$ cat src/rtl/fmadd_pkg.sv
// Shared constants for the FMADD add-lane: lane widths, source IDs and opcode encodings.
package fmadd_pkg;

  localparam int MAN   = 9;
  localparam int EXP   = 4;
  localparam int STD   = 15;
  localparam int MAN_W = 2 * MAN + 4;
  localparam int EXP_W = EXP + 1;

  localparam logic SRC_ADD = 1'b0;
  localparam logic SRC_FMA = 1'b1;

  localparam logic [1:0] OP_ADD = 2'b01;
  localparam logic [1:0] OP_SUB = 2'b10;

  function automatic logic is_sub(input logic [1:0] op);
    return (op & OP_SUB) != 2'b00;
  endfunction

endpackage

$ cat src/rtl/FMADD_Exponent_Matching.sv
// Exponent-matching datapath: shifts the smaller-exponent mantissa right, reporting guard/round/sticky.
module FMADD_Exponent_Matching
  import fmadd_pkg::*;
#(
  parameter int std = 15,
  parameter int man = 9,
  parameter int exp = 4
) (
  input  logic              sign_a_i,
  input  logic              sign_b_i,
  input  logic [exp:0]      exp_a_i,
  input  logic [exp:0]      exp_b_i,
  input  logic [2*man+3:0]  man_a_i,
  input  logic [2*man+3:0]  man_b_i,
  input  logic [1:0]        opcode_i,
  output logic [2*man+3:0]  man_a_o,
  output logic [2*man+3:0]  man_b_o,
  output logic [exp:0]      exp_o,
  output logic              sign_o,
  output logic              guard_o,
  output logic              round_o,
  output logic              sticky_o,
  output logic              eff_sub_o,
  output logic              eff_add_o
);

  localparam int W   = 2 * man + 4;
  localparam int PAD = 1 << (exp + 1);

  if (std < exp + 2) begin : g_bad_cfg
    $error("FMADD_Exponent_Matching: operand too narrow for exponent field");
  end

  logic           a_big;
  logic           a_mag_ge;
  logic           sign_b_eff;
  logic [exp:0]   shamt;
  logic [W-1:0]   shift_in;
  logic [W-1:0]   shifted;
  logic [W+PAD-1:0] wide;

  assign a_big    = exp_a_i >= exp_b_i;
  assign shamt    = a_big ? (exp_a_i - exp_b_i) : (exp_b_i - exp_a_i);
  assign shift_in = a_big ? man_b_i : man_a_i;

  // PAD exceeds the largest possible shift, so every shifted-out bit lands below the lane.
  assign wide     = {shift_in, {PAD{1'b0}}} >> shamt;
  assign shifted  = wide[W+PAD-1:PAD];
  assign guard_o  = wide[PAD-1];
  assign round_o  = wide[PAD-2];
  assign sticky_o = |wide[PAD-3:0];

  assign man_a_o = a_big ? man_a_i : shifted;
  assign man_b_o = a_big ? shifted : man_b_i;
  assign exp_o   = a_big ? exp_a_i : exp_b_i;

  // Result sign follows the larger-magnitude operand; a subtract flips b.
  assign sign_b_eff = sign_b_i ^ is_sub(opcode_i);
  assign a_mag_ge   = (exp_a_i > exp_b_i) || ((exp_a_i == exp_b_i) && (man_a_i >= man_b_i));
  assign sign_o     = a_mag_ge ? sign_a_i : sign_b_eff;

  assign eff_sub_o = sign_a_i ^ sign_b_eff;
  assign eff_add_o = ~eff_sub_o;

endmodule

$ cat src/rtl/fmadd_rr_arbiter2.sv
// Two-input round-robin arbiter; rr_last holds the most recent winner (reset favours port 0).
module fmadd_rr_arbiter2 (
  input  logic       clk,
  input  logic       rst,
  input  logic [1:0] req,
  input  logic       en,
  output logic [1:0] grant
);

  logic rr_last_q, rr_last_d;

  always_comb begin
    grant     = 2'b00;
    rr_last_d = rr_last_q;
    if (en) begin
      // Port 0 wins alone, or under contention when port 1 won last.
      if (req[0] && (!req[1] || rr_last_q)) grant = 2'b01;
      else if (req[1])                      grant = 2'b10;
    end
    if (grant != 2'b00) rr_last_d = grant[1];
  end

  always_ff @(posedge clk) begin
    if (rst) rr_last_q <= 1'b1;
    else     rr_last_q <= rr_last_d;
  end

endmodule

$ cat src/rtl/fmadd_addlane_scheduler.sv
// Round-robin scheduler sharing the exponent-matching lane between FADD (port 0) and FMADD (port 1).
// Optional FMADD_ADDLANE_FLUSH_EN adds a flush input that empties both pipeline stages.
module fmadd_addlane_scheduler
  import fmadd_pkg::*;
#(
  parameter int man = 9,
  parameter int exp = 4,
  parameter int std = 15
) (
  input  logic              clk,
  input  logic              rst,
`ifdef FMADD_ADDLANE_FLUSH_EN
  input  logic              flush,
`endif
  input  logic              req0_valid,
  output logic              req0_ready,
  input  logic              req0_sign_a,
  input  logic              req0_sign_b,
  input  logic [exp:0]      req0_exp_a,
  input  logic [exp:0]      req0_exp_b,
  input  logic [2*man+3:0]  req0_man_a,
  input  logic [2*man+3:0]  req0_man_b,
  input  logic [1:0]        req0_opcode,
  input  logic              req1_valid,
  output logic              req1_ready,
  input  logic              req1_sign_a,
  input  logic              req1_sign_b,
  input  logic [exp:0]      req1_exp_a,
  input  logic [exp:0]      req1_exp_b,
  input  logic [2*man+3:0]  req1_man_a,
  input  logic [2*man+3:0]  req1_man_b,
  input  logic [1:0]        req1_opcode,
  output logic              out_valid,
  input  logic              out_ready,
  output logic              out_src,
  output logic [2*man+3:0]  out_man_a,
  output logic [2*man+3:0]  out_man_b,
  output logic [exp:0]      out_exp,
  output logic              out_sign,
  output logic              out_guard,
  output logic              out_round,
  output logic              out_sticky,
  output logic              out_eff_sub,
  output logic              out_eff_add,
  output logic              busy
);

  localparam int MW = 2 * man + 4;
  localparam int EW = exp + 1;

  // Handshake: a request transfers on a clock edge where reqN_valid && reqN_ready;
  // a result transfers where out_valid && out_ready. Payloads hold while valid && !ready.

  logic          kill;
  logic          s1_v_q, s2_v_q;
  logic          s1_adv, s2_adv;
  logic [1:0]    grant;

`ifdef FMADD_ADDLANE_FLUSH_EN
  assign kill = flush;
`else
  assign kill = 1'b0;
`endif

  assign s2_adv = ~s2_v_q | out_ready;
  assign s1_adv = ~s1_v_q | s2_adv;

  fmadd_rr_arbiter2 u_arb (
    .clk   (clk),
    .rst   (rst),
    .req   ({req1_valid, req0_valid}),
    .en    (s1_adv & ~rst & ~kill),
    .grant (grant)
  );

  assign req0_ready = grant[0];
  assign req1_ready = grant[1];

  logic          s1_sign_a_q, s1_sign_b_q, s1_src_q;
  logic [EW-1:0] s1_exp_a_q, s1_exp_b_q;
  logic [MW-1:0] s1_man_a_q, s1_man_b_q;
  logic [1:0]    s1_opcode_q;
  logic          s1_sign_a_d, s1_sign_b_d, s1_src_d;
  logic [EW-1:0] s1_exp_a_d, s1_exp_b_d;
  logic [MW-1:0] s1_man_a_d, s1_man_b_d;
  logic [1:0]    s1_opcode_d;

  always_comb begin
    s1_src_d    = grant[1] ? SRC_FMA     : SRC_ADD;
    s1_sign_a_d = grant[1] ? req1_sign_a : req0_sign_a;
    s1_sign_b_d = grant[1] ? req1_sign_b : req0_sign_b;
    s1_exp_a_d  = grant[1] ? req1_exp_a  : req0_exp_a;
    s1_exp_b_d  = grant[1] ? req1_exp_b  : req0_exp_b;
    s1_man_a_d  = grant[1] ? req1_man_a  : req0_man_a;
    s1_man_b_d  = grant[1] ? req1_man_b  : req0_man_b;
    s1_opcode_d = grant[1] ? req1_opcode : req0_opcode;
  end

  always_ff @(posedge clk) begin
    if (rst) begin
      s1_v_q <= 1'b0;
    end else if (kill) begin
      s1_v_q <= 1'b0;
    end else if (s1_adv) begin
      s1_v_q <= |grant;
      if (|grant) begin
        s1_src_q    <= s1_src_d;
        s1_sign_a_q <= s1_sign_a_d;
        s1_sign_b_q <= s1_sign_b_d;
        s1_exp_a_q  <= s1_exp_a_d;
        s1_exp_b_q  <= s1_exp_b_d;
        s1_man_a_q  <= s1_man_a_d;
        s1_man_b_q  <= s1_man_b_d;
        s1_opcode_q <= s1_opcode_d;
      end
    end
  end

  logic [MW-1:0] dp_man_a, dp_man_b;
  logic [EW-1:0] dp_exp;
  logic          dp_sign, dp_guard, dp_round, dp_sticky, dp_eff_sub, dp_eff_add;

  FMADD_Exponent_Matching #(
    .std (std),
    .man (man),
    .exp (exp)
  ) u_expm (
    .sign_a_i  (s1_sign_a_q),
    .sign_b_i  (s1_sign_b_q),
    .exp_a_i   (s1_exp_a_q),
    .exp_b_i   (s1_exp_b_q),
    .man_a_i   (s1_man_a_q),
    .man_b_i   (s1_man_b_q),
    .opcode_i  (s1_opcode_q),
    .man_a_o   (dp_man_a),
    .man_b_o   (dp_man_b),
    .exp_o     (dp_exp),
    .sign_o    (dp_sign),
    .guard_o   (dp_guard),
    .round_o   (dp_round),
    .sticky_o  (dp_sticky),
    .eff_sub_o (dp_eff_sub),
    .eff_add_o (dp_eff_add)
  );

  logic          s2_src_q, s2_sign_q, s2_guard_q, s2_round_q, s2_sticky_q;
  logic          s2_eff_sub_q, s2_eff_add_q;
  logic [MW-1:0] s2_man_a_q, s2_man_b_q;
  logic [EW-1:0] s2_exp_q;

  always_ff @(posedge clk) begin
    if (rst) begin
      s2_v_q       <= 1'b0;
      s2_src_q     <= 1'b0;
      s2_man_a_q   <= '0;
      s2_man_b_q   <= '0;
      s2_exp_q     <= '0;
      s2_sign_q    <= 1'b0;
      s2_guard_q   <= 1'b0;
      s2_round_q   <= 1'b0;
      s2_sticky_q  <= 1'b0;
      s2_eff_sub_q <= 1'b0;
      s2_eff_add_q <= 1'b0;
    end else if (kill) begin
      s2_v_q <= 1'b0;
    end else if (s2_adv) begin
      s2_v_q       <= s1_v_q;
      s2_src_q     <= s1_src_q;
      s2_man_a_q   <= dp_man_a;
      s2_man_b_q   <= dp_man_b;
      s2_exp_q     <= dp_exp;
      s2_sign_q    <= dp_sign;
      s2_guard_q   <= dp_guard;
      s2_round_q   <= dp_round;
      s2_sticky_q  <= dp_sticky;
      s2_eff_sub_q <= dp_eff_sub;
      s2_eff_add_q <= dp_eff_add;
    end
  end

  assign out_valid   = s2_v_q;
  assign out_src     = s2_src_q;
  assign out_man_a   = s2_man_a_q;
  assign out_man_b   = s2_man_b_q;
  assign out_exp     = s2_exp_q;
  assign out_sign    = s2_sign_q;
  assign out_guard   = s2_guard_q;
  assign out_round   = s2_round_q;
  assign out_sticky  = s2_sticky_q;
  assign out_eff_sub = s2_eff_sub_q;
  assign out_eff_add = s2_eff_add_q;
  assign busy        = s1_v_q | s2_v_q;

endmodule

$ cat config.mk
export PLATFORM = sky130hd
export DESIGN_NAME = fmadd_addlane_scheduler
export DESIGN_NICKNAME = d
export VERILOG_FILES = /design/src/rtl/fmadd_pkg.sv /design/src/rtl/FMADD_Exponent_Matching.sv /design/src/rtl/fmadd_rr_arbiter2.sv /design/src/rtl/fmadd_addlane_scheduler.sv
export SDC_FILE = /design/constraint.sdc
export NUM_CORES = 1
export LEC_CHECK = 0
export ABC_AREA = 0
export CORE_UTILIZATION = 45
export DETAILED_ROUTE_END_ITERATION = 12
export PLACE_DENSITY = 0.75
export SYNTH_ARGS = -nofsm -noshare
export SYNTH_HDL_FRONTEND = slang
export SYNTH_SLANG_ARGS = --single-unit
$ cat constraint.sdc
create_clock -name clk -period 4.15 [get_ports clk]
set_input_delay 0.83 -clock clk [delete_from_list [all_inputs] [get_ports clk]]
set_output_delay 0.83 -clock clk [all_outputs]
set_load 0.02 [all_outputs]
* Word-level counts from Yosys, hierarchy flattened
Index checks and enable logic that the tools add are counted.
** Cells by class
- $add $sub $neg :: 2
- Reduce and logical (&&, ||, !) cells :: 9
- Shift-type cells :: 1
- Bitwise gates (word level) :: 10
- Equal/unequal tests :: 1
- Magnitude comparators :: 3
- Muxes and demuxes :: 17
** Operators with widths (count)
- 2-to-1 mux 22 bit :: 5
- >> shifter 54 x 5 -> 54 bit :: 1
- OR reduction 30 bit :: 1
- greater-or-equal comparator 22 bit :: 1
- 2-to-1 mux 5 bit :: 4
- subtractor 5 bit :: 2
- 2-to-1 mux 2 bit :: 4
- == test 5 bit :: 1
- greater-or-equal comparator 5 bit :: 1
- > comparator 5 bit :: 1
- 2-to-1 mux 1 bit :: 4
- inverter 1 bit :: 4
- bitwise OR 1 bit :: 3
- AND reduction 3 bit :: 1
- logical AND 1 bit :: 2
- logical OR 1 bit :: 2
- nonzero test 2 bit :: 1
- OR reduction 2 bit :: 1
- XOR 1 bit :: 2
- bitwise AND 1 bit :: 1
- logical NOT 1 bit :: 1
** Word-level totals
- Logic and storage cells :: 64
- Bits in registers :: 118
- Bits of input ports :: 121

* Depth between registers and ports, before layout
Gate-level depths: netlist of run 1.
- Depth in word-level cells :: 7
- Gate-level depth with buffers :: 17
- Depth with buffers taken out :: 14

* Cells and area by module
A second synthesis of run 1 with hierarchy kept.
** Second synthesis, totals
- Cells, all modules :: 913
- Area, all modules :: 8907.3 um^2
** By module, submodules not included
- fmadd_addlane_scheduler :: instances 1, seq. area each 2932.8 um^2, area each 5166.2 um^2, cells each 388
- FMADD_Exponent_Matching :: instances 1, seq. area each 0.0 um^2, area each 3682.3 um^2, cells each 517
- fmadd_rr_arbiter2 :: instances 1, seq. area each 20.0 um^2, area each 58.8 um^2, cells each 8

* Least setup slack after synthesis of run 1
OpenSTA, ideal clock, no wires.
- Path type :: input to register
- From :: input port rst
- To :: register s1_exp_a_q[0], enable pin
- Slack :: -0.049 ns
- Required time :: 3.670 ns
- Cell stages on the path :: 3
- Buffers on the path :: 1
- Arrival :: 3.719 ns
- Library setup time :: 0.480 ns
- Path through :: clkbuf_1 -> a21oi_1 -> nor2b_1
** On the way
- Cells in the longest elaborated chain, start to end :: 5
** RTL lines
- from (decl) :: line fmadd_addlane_scheduler.sv:11 : input logic rst,
- inverter 1 bit (no source line) (*)
- bitwise AND 1 bit :: line fmadd_addlane_scheduler.sv:72 : .en (s1_adv & ~rst & ~kill),
- 2-to-1 mux 2 bit :: line fmadd_rr_arbiter2.sv:15 : if (en) begin
- OR reduction 2 bit :: line fmadd_addlane_scheduler.sv:106 : if (|grant) begin
- AND reduction 3 bit (no source line) (*)
- to (signal assigned) :: line fmadd_addlane_scheduler.sv:110 : s1_exp_a_q <= s1_exp_a_d;
- to (decl) :: line fmadd_addlane_scheduler.sv:80 : logic [EW-1:0] s1_exp_a_q, s1_exp_b_q;
Mark *: on every way between the ends. The rest lies on a longest branch, timed or not.
A chain may end at the register's enable or synchronous reset.

* Worst setup path after layout of run 1
- From :: register s1_exp_b_q[0]
- To :: register s2_sticky_q (netlist: out_sticky)
** On the way
- Cells in the longest elaborated chain, start to end :: 4
- Elaborated cells between the ends (all ways) :: 7
** RTL lines
- from (decl) :: line fmadd_addlane_scheduler.sv:80
- from (signal assigned) :: line fmadd_addlane_scheduler.sv:111 : s1_exp_b_q <= s1_exp_b_d;
- subtractor 5 bit / greater-or-equal comparator 5 bit (equally long branches) :: line FMADD_Exponent_Matching.sv:43, FMADD_Exponent_Matching.sv:42
- 2-to-1 mux 5 bit / 2-to-1 mux 22 bit (equally long branches) :: line FMADD_Exponent_Matching.sv:43, FMADD_Exponent_Matching.sv:44
- >> shifter 54 x 5 -> 54 bit (*) :: line FMADD_Exponent_Matching.sv:47 : assign wide = {shift_in, {PAD{1'b0}}} >> shamt;
- OR reduction 30 bit (*) :: line FMADD_Exponent_Matching.sv:51 : assign sticky_o = |wide[PAD-3:0];
- to (signal assigned) :: line fmadd_addlane_scheduler.sv:175 : s2_sticky_q <= dp_sticky;
- to (decl) :: line fmadd_addlane_scheduler.sv:146 : logic s2_src_q, s2_sign_q, s2_guard_q, s2_round_q, s2_sticky_q;
Marks and branches as above.

==> flow_metrics.tcl, run 1 <==
set metrics [dict create \
    status "completed" \
    ys_seq_area_frac 0.342 \
    fmax_mhz 260 \
    power_uw 5000 \
    synthFlopType "dfxtp_1" \
    clk_pin_slew_ns 0.06 \
    critical-path-top-delay-family "multiplexers" \
    hold_viol 0 \
    vias 8155 \
    layout.nets 1261 \
    netlist_area_um2 8540 \
    dpl.hpwl_um 20300 \
    fp.dieArea_um2 19500 \
    worst-path-buf-inv 3 \
    drc_errors 0 \
    ctsRootBufferMaster "clkbuf_16" \
    place_area_um2 10600 \
    post-route-min-period_ns 3.85 \
    place_congestion 0.982 \
    grt_pass1_wl_um 42300 \
    antenna_found_initial 0 \
    yosysUniqueCellTypes 66 \
    critPathCaptureType "register" \
    rsz0062_at_grt "false" \
    drv_slew 0 \
    max_stage_delay_ns 0.53 \
    crit_path_start "s1_exp_b_q[0]" \
    rows 50 \
    fin_area_um2 11300 \
    setup_slack_ns 0.302 \
    tightest_slew_ns 0.925 \
    crit_type "reg -> reg" \
    syn_to_final_growth_pct 32.1 \
    cts.htree.levels 4 \
    power_density_nw_per_um2 444 \
    cap_violations 0 \
    insertedDiodeCount 0 \
    max-clock-path-buffers 2 \
    cpMaxStageDelayCell "fa_1" \
    setup_violations 0 \
    cp.arrival_ns 4.12 \
    die_w_um 140 \
    min_period_over_period 0.927 \
    avgSynthCellArea_um2 9.14 \
    wl_per_cell_um 20.3 \
    synthCells 934 \
    synth_warnings 0 \
    vias_per_cell 6.02 \
    cp.required_ns 4.43 \
    core_area_um2 18600 \
    dr.first_iter.drc_count 978 \
    postSynth.asyncResetShare 0 \
    synth_fp_nets 1088 \
    fill_cells 1581 \
    worstHoldStart "out_eff_sub" \
    p_leak_uw 0.00444 \
    path_max_fanout 26 \
    synth_common_cells "108 x nand2_1, 96 x nor2_1, 78 x mux2_2, 62 x o21ai_0, 59 x dfxtp_1" \
    ys_ff_latch 117 \
    synth_edf_count 58 \
    grt_max_degree 60 \
    grt.overflow.total 0 \
    synth_top_area_frac 0.204 \
    ioPinCount 181 \
    cp_cell_sequence "inv_1 > ha_1 > inv_1 > fa_1 > buf_12 > mux2_2 > mux2_1 > mux4_2 > a22o_1 > a211oi_2 > nand4b_1 > o41ai_2 > a211oi_1" \
    die_h_um 140 \
    start_kind "register" \
    yosysMostFrequentCell "nand2_1" \
    ir_drop_v 0.000296 \
    pre_cts_ws_ns 0.188 \
    grtUsageTotal 0.284 \
    start_util 0.458 \
    clk_latency_ns 0.42 \
    finalSetupTns_ns 0 \
    critPathMostFrequentCell "inv_1" \
    grt_pass1_vias 7525 \
    cts_hold_buf 0 \
    cts_tree "done" \
    first_pass_iters 5 \
    drive_gt1_frac 0.177 \
    synthTopCellsByArea "edfxtp_1 20%, dfxtp_1 14%, mux2_2 10%, mux4_2 5.0%, nand2_1 4.7%" \
    drt-total-wl_um 27500 \
    cts-buffers-inserted 17 \
    clock_skew_ns 0.0115 \
    r2r_start "s1_exp_b_q[0]" \
    drtAntennaViolNets 0 \
    clock_sinks 117 \
    max_slew_margin 0.384 \
    io_buffer_count 178 \
    hp-class "reg -> reg" \
    yosysTopAreaCell "edfxtp_1" \
]
==> worst register-to-register path: cells and delay by family (launching register included) <==
kind                     cells  cell delay, ns
multiplexers                 3            1.20
AO/OA/AOI/OAI                4            0.86
adder cells (fa/ha/maj)      2            0.69
flip-flops                   1            0.46
buffers and inverters        3            0.35
AND/OR/NAND/NOR              1            0.15
==> final cells by class <==
type                    count  area [um^2]  share of cell area
clock buffers              21          472              0.0418
clock inverters            11         96.3             0.00854
inverters                  41          154              0.0136
multi-input cells         703         5160               0.457
flip-flops and latches    117         2920               0.259
well taps                 234          293              0.0260
repair buffers            227         2180               0.193
==> cell usage in the layout, fill, tap and decap left out, types with 19 or more instances in the layout <==
master / Yosys / routed
mux2_2: 78 / 78
edfxtp_1: 58 / 58
ha_1: 31 / 31
o21ai_0: 62 / 62
mux2i_1: 32 / 32
a211oi_1: 22 / 22
clkdlybuf4s50_1: 0 / 177
buf_4: 0 / 46
nand2_1: 108 / 108
nor2_1: 96 / 96
a21oi_1: 57 / 57
dfxtp_1: 59 / 59
inv_1: 41 / 41
mux4_2: 19 / 19
==> layer usage <==
layer	share of wire	up-vias	global-route usage	wire length, um
met5	0	-	0	0
met4	0.033	0	0.113	902
met3	0.099	66	0.0564	2720
met2	0.44	456	0.430	12200
met1	0.43	3821	0.396	11700
li1	-	3812	-	-
==> final timing paths <==
| kind | end | slack (ns) | cells after the start |
|---|---|---|---|
| max | out_sticky | 0.30 | 13 |
| min | out_eff_sub | 0.45 | 2 |
| max reg2reg | out_sticky | 0.30 | 13 |
| min reg2reg | out_eff_sub | 0.45 | 2 |
==> state kept, by name (all words and copies together), names as in the netlist <==
signal,count
out_guard,1
out_man_a,22
s1_man_b_q,22
s1_src_q,1
out_man_b,22
s1_exp_b_q,5
out_round,1
s1_v_q,1
out_valid,1
s1_opcode_q,1
out_src,1
out_sticky,1
out_exp,5
s1_man_a_q,22
s1_exp_a_q,5
out_sign,1
out_eff_add,1
u_arb.rr_last_q,1
s1_sign_b_q,1
out_eff_sub,1
s1_sign_a_q,1
==> stage by stage <==
step	cells	util	hold WS [ns]
after CTS	1347	0.601	0.454
after detailed placement	1315	0.571	0.447
after floorplan	934	-	0.453
after global routing	1354	0.605	0.475
final	1354	0.605	0.454
after global placement	1315	0.571	0.444
==> kinds of logic (layout without fill, tap and decap cells) <==
family / count (synthesis) / count (layout) / share of synthesized area
xor gates and xnor gates: 2 / 2 / 0.00205
AOI/OAI and AO/OA: 251 / 252 / 0.199
buffers and inverters: 115 / 300 / 0.0572
DFF: 117 / 117 / 0.342
muxes: 134 / 134 / 0.204
and+or+nand+nor: 282 / 282 / 0.146
adders and majority gates: 33 / 33 / 0.0501
==> where the power goes <==
part	internal, uW	total, uW	switching [uW]
Sequential	1350	1460	113
Combinational	951	2130	1180
Clock	873	1410	539
==> what timing repair did <==
| action | in CTS | in global routing |
|---|---|---|
| buffers inserted | 0 | 6 |
| endpoints found under the setup margin | 0 | 5 |
| resized for setup | 0 | 1 |
No activity file was read; power rests on OpenSTA's default activity.
==> run 2: changes to the inputs <==
Clock period 4.15 ns to 3.4 ns, I/O delays scaled along.
==> flow_metrics.tcl, run 2 (synthesized netlist as in run 1, its figures left out) <==
set metrics [dict create \
    layout.nets 1365 \
    place_congestion 1.02 \
    vias 8709 \
    hp-class "reg -> reg" \
    setup_slack_ns -0.213 \
    min_period_over_period 1.06 \
    cap_violations 0 \
    die_h_um 140 \
    layout_commonest_cell "clkdlybuf4s50_1" \
    io_buffer_count 178 \
    clock_sinks 117 \
    die_w_um 140 \
    grt_max_degree 60 \
    cp_cell_sequence "inv_2 > ha_2 > inv_1 > fa_1 > buf_12 > buf_4 > mux2_2 > mux4_2 > mux2i_4 > o2111ai_1 > o22ai_1 > nand4b_1 > o41ai_2 > a211oi_1" \
    syn_to_final_growth_pct 46.4 \
    drtAntennaViolNets 0 \
    insertedDiodeCount 0 \
    crit_type "reg -> reg" \
    vias_per_cell 5.97 \
    dpl.hpwl_um 22700 \
    grt_pass1_vias 8228 \
    grtUsageTotal 0.313 \
    antenna_found_initial 0 \
    max-clock-path-buffers 2 \
    cts_hold_buf 0 \
    wl_per_cell_um 20.6 \
    grt_pass1_wl_um 46400 \
    worstSetupEndpoint "out_sticky" \
    drv_slew 0 \
    mostFrequentLayoutCells "177 x clkdlybuf4s50_1, 133 x buf_4, 105 x nand2_1" \
    start_kind "register" \
    path_max_fanout 9 \
    pre_cts_ws_ns -0.317 \
    grt.overflow.total 0 \
    p_leak_uw 0.00505 \
    hold_viol 0 \
    ctsRootBufferMaster "clkbuf_16" \
    ir_drop_v 0.000394 \
    r2r_setup_slack_ns -0.21 \
    crit_path_start "s1_exp_b_q[0]" \
    cp.arrival_ns 3.89 \
    worstHoldStart "out_man_b[3]" \
    clk_pin_slew_ns 0.06 \
    ioPinCount 181 \
    critPathCaptureType "register" \
    holdWs_ns 0.449 \
    setup_violations 15 \
    cpMaxStageDelayCell "mux4_2" \
    core_area_um2 18600 \
    fp.dieArea_um2 19500 \
    first_pass_iters 6 \
    fmax_mhz 277 \
    post-route-min-period_ns 3.61 \
    r2r_start "s1_exp_b_q[0]" \
    rsz0062_at_grt "true" \
    max_stage_delay_ns 0.56 \
    dr.first_iter.drc_count 803 \
    drt-total-wl_um 30100 \
    place_area_um2 11400 \
    max_slew_margin 0.615 \
    drc_errors 0 \
    status "complete, but fails checks" \
    cts_tree "done" \
    power_uw 6970 \
    cts-buffers-inserted 17 \
    cp.required_ns 3.68 \
    cts.htree.levels 4 \
    clock_skew_ns 0.00982 \
    clk_latency_ns 0.43 \
    rows 50 \
    fin_area_um2 12500 \
    power_density_nw_per_um2 557 \
    worstRegToRegCells 14 \
    violations "setup timing" \
    start_util 0.458 \
    post-route-util 0.671 \
    tightest_slew_ns 0.578 \
    r2r_end "out_sticky" \
    drive_gt1_frac 0.294 \
]
[run 2: routing by layer]
layer / track usage / wire [um] / vias to the layer above
li1: - / - / 4017
met3: 0.0537 / 2420 / 71
met2: 0.497 / 13700 / 463
met4: 0.117 / 1040 / 0
met1: 0.425 / 12900 / 4158
met5: 0 / 0 / -
[run 2: what timing repair did]
item / in CTS / in global routing
buffers inserted: 10 / 8
gates cloned: 0 / 0
endpoints found under the setup margin: 39 / 41
pin swaps: 9 / 11
resized for setup: 38 / 72
[run 2: power by group]
group,internal [uW],switching (uW),total [uW]
clock network,1150,704,1850
registers,1650,135,1780
logic,1640,1690,3330
total,4440,2530,6970
[run 2: worst min path at each step]
| stage | slack (ns) | cells after the start | endpoint |
|---|---|---|---|
| after detailed placement | 0.44 | 2 | out_man_b[3] |
| after global routing | 0.47 | 2 | out_man_a[11] |
| after global placement | 0.44 | 2 | out_man_a[11] |
| after floorplan | 0.45 | 2 | s1_v_q |
| after CTS | 0.45 | 2 | out_man_b[3] |
| final | 0.45 | 2 | out_man_b[3] |
[run 2: metrics by stage]
step,TNS (ns),instances
CTS,-1.52,1450
global placement,-4.11,1408
finish,-1.27,1458
detailed placement,-5.40,1408
floorplan,0,934
global route,-5.58,1458
[run 2: area by class of cell]
type / count / area [um^2]
Tap cell: 234 / 293
Clock buffer: 19 / 464
Multi-Input combinational cell: 702 / 5420
Fill cell: 1524 / 6140
Inverter: 41 / 154
Sequential cell: 117 / 2920
Timing Repair Buffer: 332 / 3110
Clock inverter: 13 / 141
[run 2: critical path, delay by kind of cell (launching register included)]
kind | cells | cell delay [ns]
AO/OA/AOI/OAI | 4 | 0.67
adder cells (fa/ha/maj) | 2 | 0.69
flip-flops | 1 | 0.39
multiplexers | 3 | 1.12
AND/OR/NAND/NOR | 1 | 0.16
buffers and inverters | 4 | 0.43
